$ cat config.mk
export PLATFORM = sky130hd
export DESIGN_NAME = alarm_buzzer
export DESIGN_NICKNAME = d
export VERILOG_FILES = /design/src/rtl/alarm_buzzer.sv
export SDC_FILE = /design/constraint.sdc
export NUM_CORES = 1
export LEC_CHECK = 0
export CAP_MARGIN = 20
export CORE_MARGIN = 10
export CORE_UTILIZATION = 50
export CTS_CLUSTER_DIAMETER = 50
export DETAILED_ROUTE_END_ITERATION = 12
export PLACE_DENSITY = 0.67
export SLEW_MARGIN = 20
export SYNTH_ARGS = -nofsm -noshare
export SYNTH_HDL_FRONTEND = slang
export SYNTH_SLANG_ARGS = --single-unit
$ cat constraint.sdc
create_clock -name clk -period 3.7 [get_ports clk]
set_input_delay 0.555 -clock clk [delete_from_list [all_inputs] [get_ports clk]]
set_output_delay 0.555 -clock clk [all_outputs]
set_load 0.02 [all_outputs]
$ cat src/rtl/alarm_buzzer.sv
// Alarm sounder: steady, siren and beep tone patterns on the piezo pin plus alarm LED,
// with an optional ring timeout that ends in a one-cycle done pulse.
module alarm_buzzer #(
  parameter int CLK_HZ          = 100000000,
  parameter int TONE_LO_HZ      = 440,
  parameter int TONE_HI_HZ      = 880,
  parameter int SWITCH_CYCLES   = 8388608,
  parameter int BEEP_ON_CYCLES  = 25000000,
  parameter int BEEP_OFF_CYCLES = 25000000
) (
  input  logic       clk,
  input  logic       rst,
  input  logic       start,
  input  logic       stop,
  input  logic [1:0] mode,
  input  logic [7:0] ring_secs,
  output logic       speaker,
  output logic       light,
  output logic       busy,
  output logic       done
);

  localparam int HALF_LO  = CLK_HZ / (2 * TONE_LO_HZ);
  localparam int HALF_HI  = CLK_HZ / (2 * TONE_HI_HZ);
  localparam int HALF_MAX = (HALF_LO > HALF_HI) ? HALF_LO : HALF_HI;
  localparam int BEEP_MAX = (BEEP_ON_CYCLES > BEEP_OFF_CYCLES) ? BEEP_ON_CYCLES : BEEP_OFF_CYCLES;

  localparam int DIV_W   = (HALF_MAX > 1) ? $clog2(HALF_MAX) : 1;
  localparam int SIREN_W = (SWITCH_CYCLES > 1) ? $clog2(SWITCH_CYCLES) : 1;
  localparam int BEEP_W  = (BEEP_MAX > 1) ? $clog2(BEEP_MAX) : 1;
  localparam int SEC_W   = (CLK_HZ > 1) ? $clog2(CLK_HZ) : 1;

  localparam logic [DIV_W-1:0]   RELOAD_LO  = DIV_W'(HALF_LO - 1);
  localparam logic [DIV_W-1:0]   RELOAD_HI  = DIV_W'(HALF_HI - 1);
  localparam logic [SIREN_W-1:0] SIREN_LAST = SIREN_W'(SWITCH_CYCLES - 1);
  localparam logic [BEEP_W-1:0]  ON_LAST    = BEEP_W'(BEEP_ON_CYCLES - 1);
  localparam logic [BEEP_W-1:0]  OFF_LAST   = BEEP_W'(BEEP_OFF_CYCLES - 1);
  localparam logic [SEC_W-1:0]   SEC_LAST   = SEC_W'(CLK_HZ - 1);

  typedef enum logic {IDLE, RING} state_t;

  state_t state_q, state_d;

  logic [DIV_W-1:0]   div_cnt, div_d;
  logic [SIREN_W-1:0] siren_cnt, siren_d;
  logic [BEEP_W-1:0]  beep_cnt, beep_cnt_d;
  logic [SEC_W-1:0]   sec_cnt, sec_d;
  logic [7:0]         elapsed, elapsed_d;
  logic [7:0]         secs_q, secs_d;
  logic [1:0]         mode_q, mode_d, mode_n;
  logic               tone_hi, tone_hi_d;
  logic               beep_on, beep_on_d;
  logic               speaker_d, light_d, busy_d, done_d;
  logic               start_go, stop_go, timeout, gated;
  logic [DIV_W-1:0]   reload_cur;

  assign mode_n     = (mode == 2'd3) ? 2'd0 : mode;
  assign start_go   = start & ~stop;
  assign stop_go    = stop & (state_q == RING);
  assign timeout    = (state_q == RING) && (secs_q != 8'd0) && (sec_cnt == SEC_LAST)
                      && (elapsed == secs_q - 8'd1);
  assign gated      = (mode_q == 2'd2);
  assign reload_cur = (gated || ((mode_q == 2'd1) && tone_hi)) ? RELOAD_HI : RELOAD_LO;

  always_ff @(posedge clk) begin
    if (rst) state_q <= IDLE;
    else     state_q <= state_d;
  end

  always_comb begin
    state_d = state_q;
    if (start_go)                state_d = RING;
    else if (stop_go || timeout) state_d = IDLE;
  end

  always_comb begin
    div_d      = div_cnt;
    siren_d    = siren_cnt;
    beep_cnt_d = beep_cnt;
    sec_d      = sec_cnt;
    elapsed_d  = elapsed;
    secs_d     = secs_q;
    mode_d     = mode_q;
    tone_hi_d  = tone_hi;
    beep_on_d  = beep_on;
    speaker_d  = speaker;
    busy_d     = busy;
    done_d     = 1'b0;

    if (start_go) begin
      busy_d     = 1'b1;
      div_d      = (mode_n == 2'd2) ? RELOAD_HI : RELOAD_LO;
      speaker_d  = 1'b0;
      tone_hi_d  = 1'b0;
      siren_d    = '0;
      beep_cnt_d = '0;
      beep_on_d  = 1'b1;
      sec_d      = '0;
      elapsed_d  = '0;
      mode_d     = mode_n;
      secs_d     = ring_secs;
    end else if (stop_go || timeout) begin
      busy_d    = 1'b0;
      speaker_d = 1'b0;
      done_d    = timeout & ~stop_go;
    end else if (state_q == RING) begin
      // A ring_secs of zero freezes the timer so the alarm rings until stopped.
      if (secs_q != 8'd0) begin
        if (sec_cnt == SEC_LAST) begin
          sec_d     = '0;
          elapsed_d = elapsed + 8'd1;
        end else begin
          sec_d = sec_cnt + 1'b1;
        end
      end

      if (mode_q == 2'd1) begin
        if (siren_cnt == SIREN_LAST) begin
          siren_d   = '0;
          tone_hi_d = ~tone_hi;
        end else begin
          siren_d = siren_cnt + 1'b1;
        end
      end

      if (gated) begin
        if (beep_on) begin
          if (beep_cnt == ON_LAST) begin
            beep_on_d  = 1'b0;
            beep_cnt_d = '0;
          end else begin
            beep_cnt_d = beep_cnt + 1'b1;
          end
        end else if (beep_cnt == OFF_LAST) begin
          beep_on_d  = 1'b1;
          beep_cnt_d = '0;
        end else begin
          beep_cnt_d = beep_cnt + 1'b1;
        end
      end

      // Holding the divider at reload while silent makes each ON phase restart like a fresh start.
      if (gated && !(beep_on && beep_on_d)) begin
        speaker_d = 1'b0;
        div_d     = RELOAD_HI;
      end else if (div_cnt == '0) begin
        speaker_d = ~speaker;
        div_d     = reload_cur;
      end else begin
        div_d = div_cnt - 1'b1;
      end
    end

    light_d = busy_d & ((mode_d != 2'd2) | beep_on_d);
  end

  always_ff @(posedge clk) begin
    if (rst) begin
      div_cnt   <= '0;
      siren_cnt <= '0;
      beep_cnt  <= '0;
      sec_cnt   <= '0;
      elapsed   <= '0;
      secs_q    <= '0;
      mode_q    <= '0;
      tone_hi   <= 1'b0;
      beep_on   <= 1'b0;
      speaker   <= 1'b0;
      light     <= 1'b0;
      busy      <= 1'b0;
      done      <= 1'b0;
    end else begin
      div_cnt   <= div_d;
      siren_cnt <= siren_d;
      beep_cnt  <= beep_cnt_d;
      sec_cnt   <= sec_d;
      elapsed   <= elapsed_d;
      secs_q    <= secs_d;
      mode_q    <= mode_d;
      tone_hi   <= tone_hi_d;
      beep_on   <= beep_on_d;
      speaker   <= speaker_d;
      light     <= light_d;
      busy      <= busy_d;
      done      <= done_d;
    end
  end

endmodule

Word level (Yosys, flattened, before mapping)
Index checks and enable logic that the tools add are counted.
{"block": "word_totals", "wordCells": 92, "out_inout_bits": 4, "input_bits": 14, "regBits": 117}
{"block": "op_classes", "muxes": 28, "n_eq_ne": 10, "n_bitwise": 10, "n_addsub": 6, "reduce_logical": 24}
{"cell": "17-bit two-way mux", "count": 7}
{"cell": "27-bit by 1-bit adder with 27-bit output (second input constant)", "count": 1}
{"cell": "27-bit == test (second input constant)", "count": 1}
{"cell": "27-bit two-way mux", "count": 1}
{"cell": "25-bit by 1-bit adder with 25-bit output (second input constant)", "count": 1}
{"cell": "25-bit == test (second input constant)", "count": 1}
{"cell": "25-bit two-way mux", "count": 1}
{"cell": "23-bit by 1-bit adder with 23-bit output (second input constant)", "count": 1}
{"cell": "23-bit == test (second input constant)", "count": 1}
{"cell": "23-bit two-way mux", "count": 1}
{"cell": "17-bit zero test", "count": 1}
{"cell": "17-bit by 1-bit subtractor with 17-bit output (second input constant)", "count": 1}
{"cell": "1-bit two-way mux", "count": 16}
{"cell": "3-bit AND reduction", "count": 3}
{"cell": "8-bit by 1-bit adder with 8-bit output (second input constant)", "count": 1}
{"cell": "8-bit == test", "count": 1}
{"cell": "4-bit AND reduction", "count": 2}
{"cell": "8-bit nonzero test", "count": 1}
{"cell": "8-bit by 1-bit subtractor with 8-bit output (second input constant)", "count": 1}
{"cell": "2-bit == test (second input constant)", "count": 3}
{"cell": "1-bit logical AND", "count": 6}
{"cell": "2-bit nonzero test", "count": 3}
{"cell": "3-bit OR reduction", "count": 2}
{"cell": "1-bit inverter", "count": 5}
{"cell": "9 further kinds", "count": 16}

Logic depth before layout (Yosys ltp)
Gate-level depths: netlist of run 1.
{"block": "depth", "depth_word": 14, "mapped_depth": 11, "ltp_nobuf": 9}

Worst setup path after synthesis of run 1
Ideal clock, no wire load.
{"block": "synth_timing", "path_kind": "flip-flop to flip-flop", "from": "register secs_q[0]", "to": "register siren_cnt[13]", "setup_ns": 0.128, "setup_slack_ns": 1.036, "path_buffers": 1, "t_required_ns": 3.572, "t_arrival_ns": 2.536, "stages_incl_launch_ff": 11, "synth_period_minus_slack_ns": 2.664, "path_cell_list": "dfxtp_1 > inv_1 > ha_1 > or4b_4 > o211ai_4 > nor4_1 > and3_1 > buf_2 > a2111oi_0 > xnor2_1 > nor2_1"}
{"block": "synth_between", "elab_chain_cells": 7, "word_cells_on_any_way": 9, "classes_between": "1 x add/sub; 1 x eq/ne; 1 x bitwise; 6 x reduce/logical"}
{"item": "start: declaration", "line_no": "49", "text": "logic [7:0] secs_q, secs_d;"}
{"item": "start signal: assignment", "line_no": "178", "text": "secs_q <= secs_d;"}
{"item": "parallel branches: the longest is 3 deep, another holds 8-bit by 1-bit subtractor with 8-bit output"}
{"item": "1-bit logical AND *", "line_no": "61", "text": "&& (elapsed == secs_q - 8'd1);"}
{"item": "1-bit logical OR *", "line_no": "102", "text": "end else if (stop_go || timeout) begin"}
{"item": "1-bit inverter (no source line) *"}
{"item": "3-bit AND reduction (no source line) *"}
{"item": "end signal: assignment", "line_no": "174", "text": "siren_cnt <= siren_d;"}
{"item": "end: declaration", "line_no": "45", "text": "logic [SIREN_W-1:0] siren_cnt, siren_d;"}
Every way passes the cells marked *.
A chain may end at the register's enable or synchronous reset.

Final worst setup path of run 1
Same ends and word-level chain as after synthesis.

==> results of run 1 <==
per-layer routing:
metal / share of wire / up-vias / GRT usage
li1: - / 2989 / -
met1: 0.45 / 2923 / 0.228
met2: 0.48 / 174 / 0.307
met3: 0.048 / 21 / 0.0406
met4: 0.015 / 0 / 0.0744
met5: 0 / - / 0
power groups by stage:
stage                     Clock, mW  Sequential (mW)  Combinational, mW
after floorplan                   0             1.33              0.190
after global placement            0             1.34              0.262
after detailed placement          0             1.34              0.268
after CTS                      1.86             1.31              0.270
after global routing           1.91             1.32              0.300
final                          1.84             1.31              0.272
how the worst min path moves through the flow:
| stage | startpoint | to | slack [ns] | cells past startpoint |
|---|---|---|---|---|
| after floorplan | beep_cnt[24]$_SDFFE_PP0P_ | beep_cnt[24]$_SDFFE_PP0P_ | 0.45 | 2 |
| after global placement | siren_cnt[4]$_SDFFE_PP0P_ | siren_cnt[4]$_SDFFE_PP0P_ | 0.47 | 2 |
| after detailed placement | siren_cnt[4]$_SDFFE_PP0P_ | siren_cnt[4]$_SDFFE_PP0P_ | 0.47 | 2 |
| after CTS | siren_cnt[4]$_SDFFE_PP0P_ | siren_cnt[4]$_SDFFE_PP0P_ | 0.48 | 2 |
| after global routing | beep_cnt[14]$_SDFFE_PP0P_ | beep_cnt[14]$_SDFFE_PP0P_ | 0.51 | 2 |
| final | siren_cnt[20]$_SDFFE_PP0P_ | siren_cnt[20]$_SDFFE_PP0P_ | 0.49 | 2 |
critical path: stages, from the launching register on:
cell       delay [ns]
dfxtp_1          0.35
inv_1            0.07
ha_1             0.26
or4b_4           0.52
o211ai_4         0.47
nor4_1           0.20
and3_1           0.49
a2111oi_0        0.64
xnor2_1          0.19
nor2_1           0.06
cells in the final DEF, fill, tap and decap left out, types with 24 or more instances in the layout:
| cell type | n |
|---|---|
| or4_1 | 24 |
| xnor2_1 | 34 |
| nand2_1 | 62 |
| a21oi_1 | 81 |
| dfxtp_1 | 117 |
| nor2_1 | 70 |
| or3_1 | 25 |
| nand3_1 | 45 |
| nand4_1 | 35 |
| o21ai_0 | 27 |
cell families (layout without fill, tap and decap cells):
group | count (synthesis) | in the layout | synth area share
xor gates and xnor gates | 48 | 48 | 0.0657
muxes | 4 | 4 | 0.00625
adders and majority gates | 6 | 6 | 0.0117
AOI/OAI and AO/OA | 195 | 195 | 0.201
DFF | 117 | 117 | 0.366
and+or+nand+nor | 357 | 357 | 0.307
buffers and inverters | 65 | 88 | 0.0426
final cells by class:
class | instances | area share
clock inverters | 8 | 0.0227
clock buffers | 24 | 0.0662
repair buffers | 36 | 0.0455
well taps | 172 | 0.0290
inverters | 20 | 0.0101
flip-flops and latches | 117 | 0.315
multi-input cells | 610 | 0.511
sequential cells by signal (all words and copies together) (netlist names):
register,flops
speaker,1
beep_cnt,25
light,1
tone_hi,1
beep_on,1
secs_q,8
mode_q,2
div_cnt,17
done,1
sec_cnt,27
state_q,1
busy,1
siren_cnt,23
elapsed,8
==> flow_metrics.tcl, run 1 <==
set metrics [dict create \
    ioPinCount 18 \
    dpl_cell_area_um2 6770 \
    ys_async_sr_fraction 0 \
    max_freq_mhz 295 \
    ys_seq_area_frac 0.366 \
    drv_slew 0 \
    numCtsBuffers 17 \
    synth.area.top_cells "dfxtp_1, a21oi_1, xnor2_1, nor2_1, nand2_1" \
    leakagePower_nw 2.36 \
    worstSetupStartpointType "flip-flop" \
    die_area_um2 17700 \
    clock-root-buffer "clkbuf_16" \
    first_iter_violations 359 \
    setup_viol 0 \
    grt_pass1_wl_um 27800 \
    dpl.cell_count 955 \
    whs_ns 0.486 \
    clkSlewWorstSetupHoldPaths_ns 0.05 \
    cp.required_ns 3.98 \
    pwr-share-clk 0.538 \
    wl_per_cell_um 16.7 \
    syn_inst 792 \
    clock_tree.buffer_depth 2 \
    grtUsageTotal 0.185 \
    vias 6107 \
    rows 41 \
    avgViaCountPerCell 6.19 \
    fp.dieH_um 133 \
    drive_above_1_share 0.0822 \
    period_minus_slack_ns 3.39 \
    port_buffers 17 \
    ys_warn_count 0 \
    switching_share 0.227 \
    clk_latency_ns 0.42 \
    place_hpwl_um 11300 \
    cts_resized 0 \
    synth-edff-count 0 \
    grt_pass1_vias 5784 \
    cts_tree "done" \
    r2r-start "secs_q[0]$_SDFFE_PP0P_" \
    min_period_over_period 0.915 \
    endpoint "siren_cnt[13]$_SDFFE_PP0P_" \
    fin_skew_ns 0.00813 \
    fin_ws_ns 0.314 \
    path_class "reg2reg" \
    start_util 0.509 \
    avgSynthCellArea_um2 8.08 \
    multi_input_area_um2 3790 \
    synth_nets 812 \
    crit_start "secs_q[0]$_SDFFE_PP0P_" \
    p_sw_mw 0.780 \
    syn_area_um2 6400 \
    yosysUniqueCellTypes 65 \
    tightestPinTransition_ns 0.782 \
    synth_top_area_share 0.366 \
    power_mw 3.43 \
    combPwrFrac 0.079 \
    yosysMostFrequentCell "dfxtp_1" \
    p_per_area_nw_per_um2 462 \
    critPathMaxFanout 20 \
    r2r_cells 9 \
    pwr-share-seq 0.383 \
    diodes 0 \
    hold_buffers 0 \
    firstDrtPassIters 5 \
    ant_nets 0 \
    synth_top_flop_cell "dfxtp_1" \
    drv_cap 0 \
    finalHoldViolCount 0 \
    ys_seq_elements 117 \
    dp_worst_setup_slack_ns 0.323 \
    hold_path_class "reg2reg" \
    antenna_found_initial 0 \
    design_area_um2 7430 \
    yosys-top-cells-count "dfxtp_1, a21oi_1, nor2_1" \
    fillerInstances 1148 \
    htree_levels 4 \
    grt.overflow.total 0 \
    tns_ns 0 \
    wl_um 16500 \
    rsz0062_at_grt "false" \
    yosysTopAreaCell "dfxtp_1" \
    finalNetCount 822 \
    area_growth_pct 16.0 \
    reg2reg_to "siren_cnt[13]$_SDFFE_PP0P_" \
    die_x_um 133 \
    fin_util 0.591 \
    core_area_um2 12600 \
    cp-end-kind "flip-flop" \
    ir_drop_uv 296 \
    r2r_setup_slack_ns 0.31 \
    status "complete, no violations" \
    drc_errors 0 \
    fin_cells 987 \
    slew-limit-headroom 0.479 \
    p_int_mw 2.65 \
    finalWeightedCongestion 0.845 \
    clock_sinks 117 \
    crit_arrival_ns 3.66 \
    grt_max_degree 39 \
    regArea_um2 2340 \
    post_cts_buffers 0 \
]
Note: power is estimated with default switching activity, not from simulation.
==> run 2: changes to the inputs <==
--- a/config.mk
+++ b/config.mk
@@ -11,7 +11,6 @@
 export CTS_CLUSTER_DIAMETER = 50
 export DETAILED_ROUTE_END_ITERATION = 12
 export PLACE_DENSITY = 0.67
-export SLEW_MARGIN = 20
 export SYNTH_ARGS = -nofsm -noshare
 export SYNTH_HDL_FRONTEND = slang
 export SYNTH_SLANG_ARGS = --single-unit
==> results of run 2 <==
No change in the layout: final DEF, timing and power equal those of run 1.
==> run 3: changes to the inputs <==
--- a/config.mk
+++ b/config.mk
@@ -6,7 +6,7 @@
 export NUM_CORES = 1
 export LEC_CHECK = 0
 export CAP_MARGIN = 20
-export CORE_MARGIN = 10
+export CORE_MARGIN = 2
 export CORE_UTILIZATION = 50
 export CTS_CLUSTER_DIAMETER = 50
 export DETAILED_ROUTE_END_ITERATION = 12
==> flow_metrics.tcl, run 3 (synthesis results as in run 1) <==
set metrics [dict create \
    drv_slew 0 \
    max_freq_mhz 304 \
    ir_drop_uv 317 \
    largest_register_ffs 27 \
    clkSlewWorstSetupHoldPaths_ns 0.05 \
    regArea_um2 2340 \
    cts_tree "done" \
    grt_pass1_vias 5478 \
    avgViaCountPerCell 6.20 \
    area_growth_pct 14.2 \
    drv_cap 0 \
    min_period_over_period 0.890 \
    first_iter_violations 400 \
    core_area_um2 12600 \
    post_cts_buffers 0 \
    clock_sinks 117 \
    rsz0062_at_grt "false" \
    slew-limit-headroom 0.504 \
    cts_resized 0 \
    wl_um 16000 \
    clk_latency_ns 0.42 \
    status "complete, no violations" \
    layout.cells.most_common "dfxtp_1" \
    crit_arrival_ns 3.63 \
    final_cell_mix "dfxtp_1, a21oi_1, nor2_1" \
    clock-root-buffer "clkbuf_16" \
    drc_errors 0 \
    place_hpwl_um 11000 \
    finalNetCount 824 \
    rows 41 \
    setup_viol 0 \
    port_buffers 17 \
    ant_nets 0 \
    drive_above_1_share 0.0800 \
    min_to "beep_cnt[14]$_SDFFE_PP0P_" \
    largest-register "sec_cnt" \
    leakagePower_nw 2.32 \
    grt_pass1_wl_um 26600 \
    diodes 0 \
    path_class "reg2reg" \
    r2r_setup_slack_ns 0.41 \
    critPathMaxFanout 21 \
    grt_max_degree 49 \
    fp.dieH_um 117 \
    grtUsageTotal 0.244 \
    holdPathStages 2 \
    tightestPinTransition_ns 0.738 \
    multi_input_area_um2 3790 \
    grt.overflow.total 0 \
    top_regs "sec_cnt x27, beep_cnt x25, siren_cnt x23" \
    period_minus_slack_ns 3.29 \
    finalWeightedCongestion 0.852 \
    p_per_area_nw_per_um2 422 \
    wl_per_cell_um 16.3 \
    reg2reg_to "siren_cnt[14]$_SDFFE_PP0P_" \
    r2r-start "secs_q[0]$_SDFFE_PP0P_" \
    hold_buffers 0 \
    antenna_found_initial 0 \
    firstDrtPassIters 5 \
    ioPinCount 18 \
    hp-start "beep_cnt[14]$_SDFFE_PP0P_" \
    tns_ns 0 \
    r2r_cells 9 \
    hold_path_class "reg2reg" \
    vias 6106 \
    dpl.cell_count 957 \
    start_util 0.509 \
    die_area_um2 13700 \
    htree_levels 4 \
    cp.required_ns 4.04 \
    fin_skew_ns 0.0107 \
    die_x_um 117 \
    worstSetupStartpointType "flip-flop" \
    clock_tree.buffer_depth 2 \
    cp-end-kind "flip-flop" \
    fillerInstances 1160 \
    numCtsBuffers 17 \
    finalHoldViolCount 0 \
    fin_cells 985 \
]
-- run 3: cell types whose count changed in the layout (fill, tap and decap cells not counted) --
cell,previous run,this run
clkinv_4,1,0
clkinv_2,2,3
clkinvlp_4,0,1
buf_4,17,19
clkbuf_8,4,3
bufinv_16,5,1
-- run 3: how the worst max path moves through the flow --
stage | from | end | slack, ns | cells after the start
after floorplan | secs_q[0]$_SDFFE_PP0P_ | siren_cnt[13]$_SDFFE_PP0P_ | 1.04 | 10
after global placement | secs_q[0]$_SDFFE_PP0P_ | siren_cnt[13]$_SDFFE_PP0P_ | 0.61 | 9
after detailed placement | secs_q[0]$_SDFFE_PP0P_ | siren_cnt[19]$_SDFFE_PP0P_ | 0.41 | 9
after CTS | secs_q[0]$_SDFFE_PP0P_ | siren_cnt[18]$_SDFFE_PP0P_ | 0.42 | 9
after global routing | secs_q[0]$_SDFFE_PP0P_ | siren_cnt[18]$_SDFFE_PP0P_ | 0.07 | 9
final | secs_q[0]$_SDFFE_PP0P_ | siren_cnt[14]$_SDFFE_PP0P_ | 0.41 | 9
-- run 3: layout make-up --
class | count | area share
inverters | 20 | 0.0103
well taps | 172 | 0.0294
flip-flops and latches | 117 | 0.320
clock inverters | 5 | 0.00719
repair buffers | 38 | 0.0483
multi-input cells | 610 | 0.519
clock buffers | 23 | 0.0654
-- run 3: metrics by stage --
| stage | total power [mW] | instance area, µm² | setup WS (ns) | hold slack [ns] | util |
|---|---|---|---|---|---|
| after floorplan | 1.52 | 6400 | 1.04 | 0.447 | - |
| final | 3.08 | 7310 | 0.407 | 0.482 | 0.582 |
| after CTS | 3.11 | 7310 | 0.416 | 0.483 | 0.582 |
| after detailed placement | 1.61 | 6780 | 0.406 | 0.474 | 0.539 |
| after global routing | 3.19 | 7310 | 0.0728 | 0.494 | 0.582 |
| after global placement | 1.60 | 6780 | 0.605 | 0.460 | 0.539 |
-- run 3: worst max-delay path, stage by stage, from the launching register on --
cell	delay, ns
dfxtp_1	0.40
inv_1	0.07
ha_1	0.28
or4b_4	0.26
o211ai_4	0.19
nor4_1	0.58
nand3_1	0.34
o2111ai_1	0.35
nand2_1	0.47
a21oi_1	0.27
-- run 3: routing by layer --
layer | share of wire | vias up | global-route usage
met1 | 0.46 | 2926 | 0.327
li1 | - | 2990 | -
met3 | 0.051 | 31 | 0.0587
met5 | 0 | - | 0
met4 | 0.020 | 0 | 0.0831
met2 | 0.47 | 159 | 0.387
-- run 3: report_power, final --
part           total, mW  switching [mW]  leakage (nW)  internal (mW)
clock               1.50           0.544         0.261          0.954
combinational      0.273           0.171          1.11          0.102
sequential          1.31          0.0290         0.947           1.28
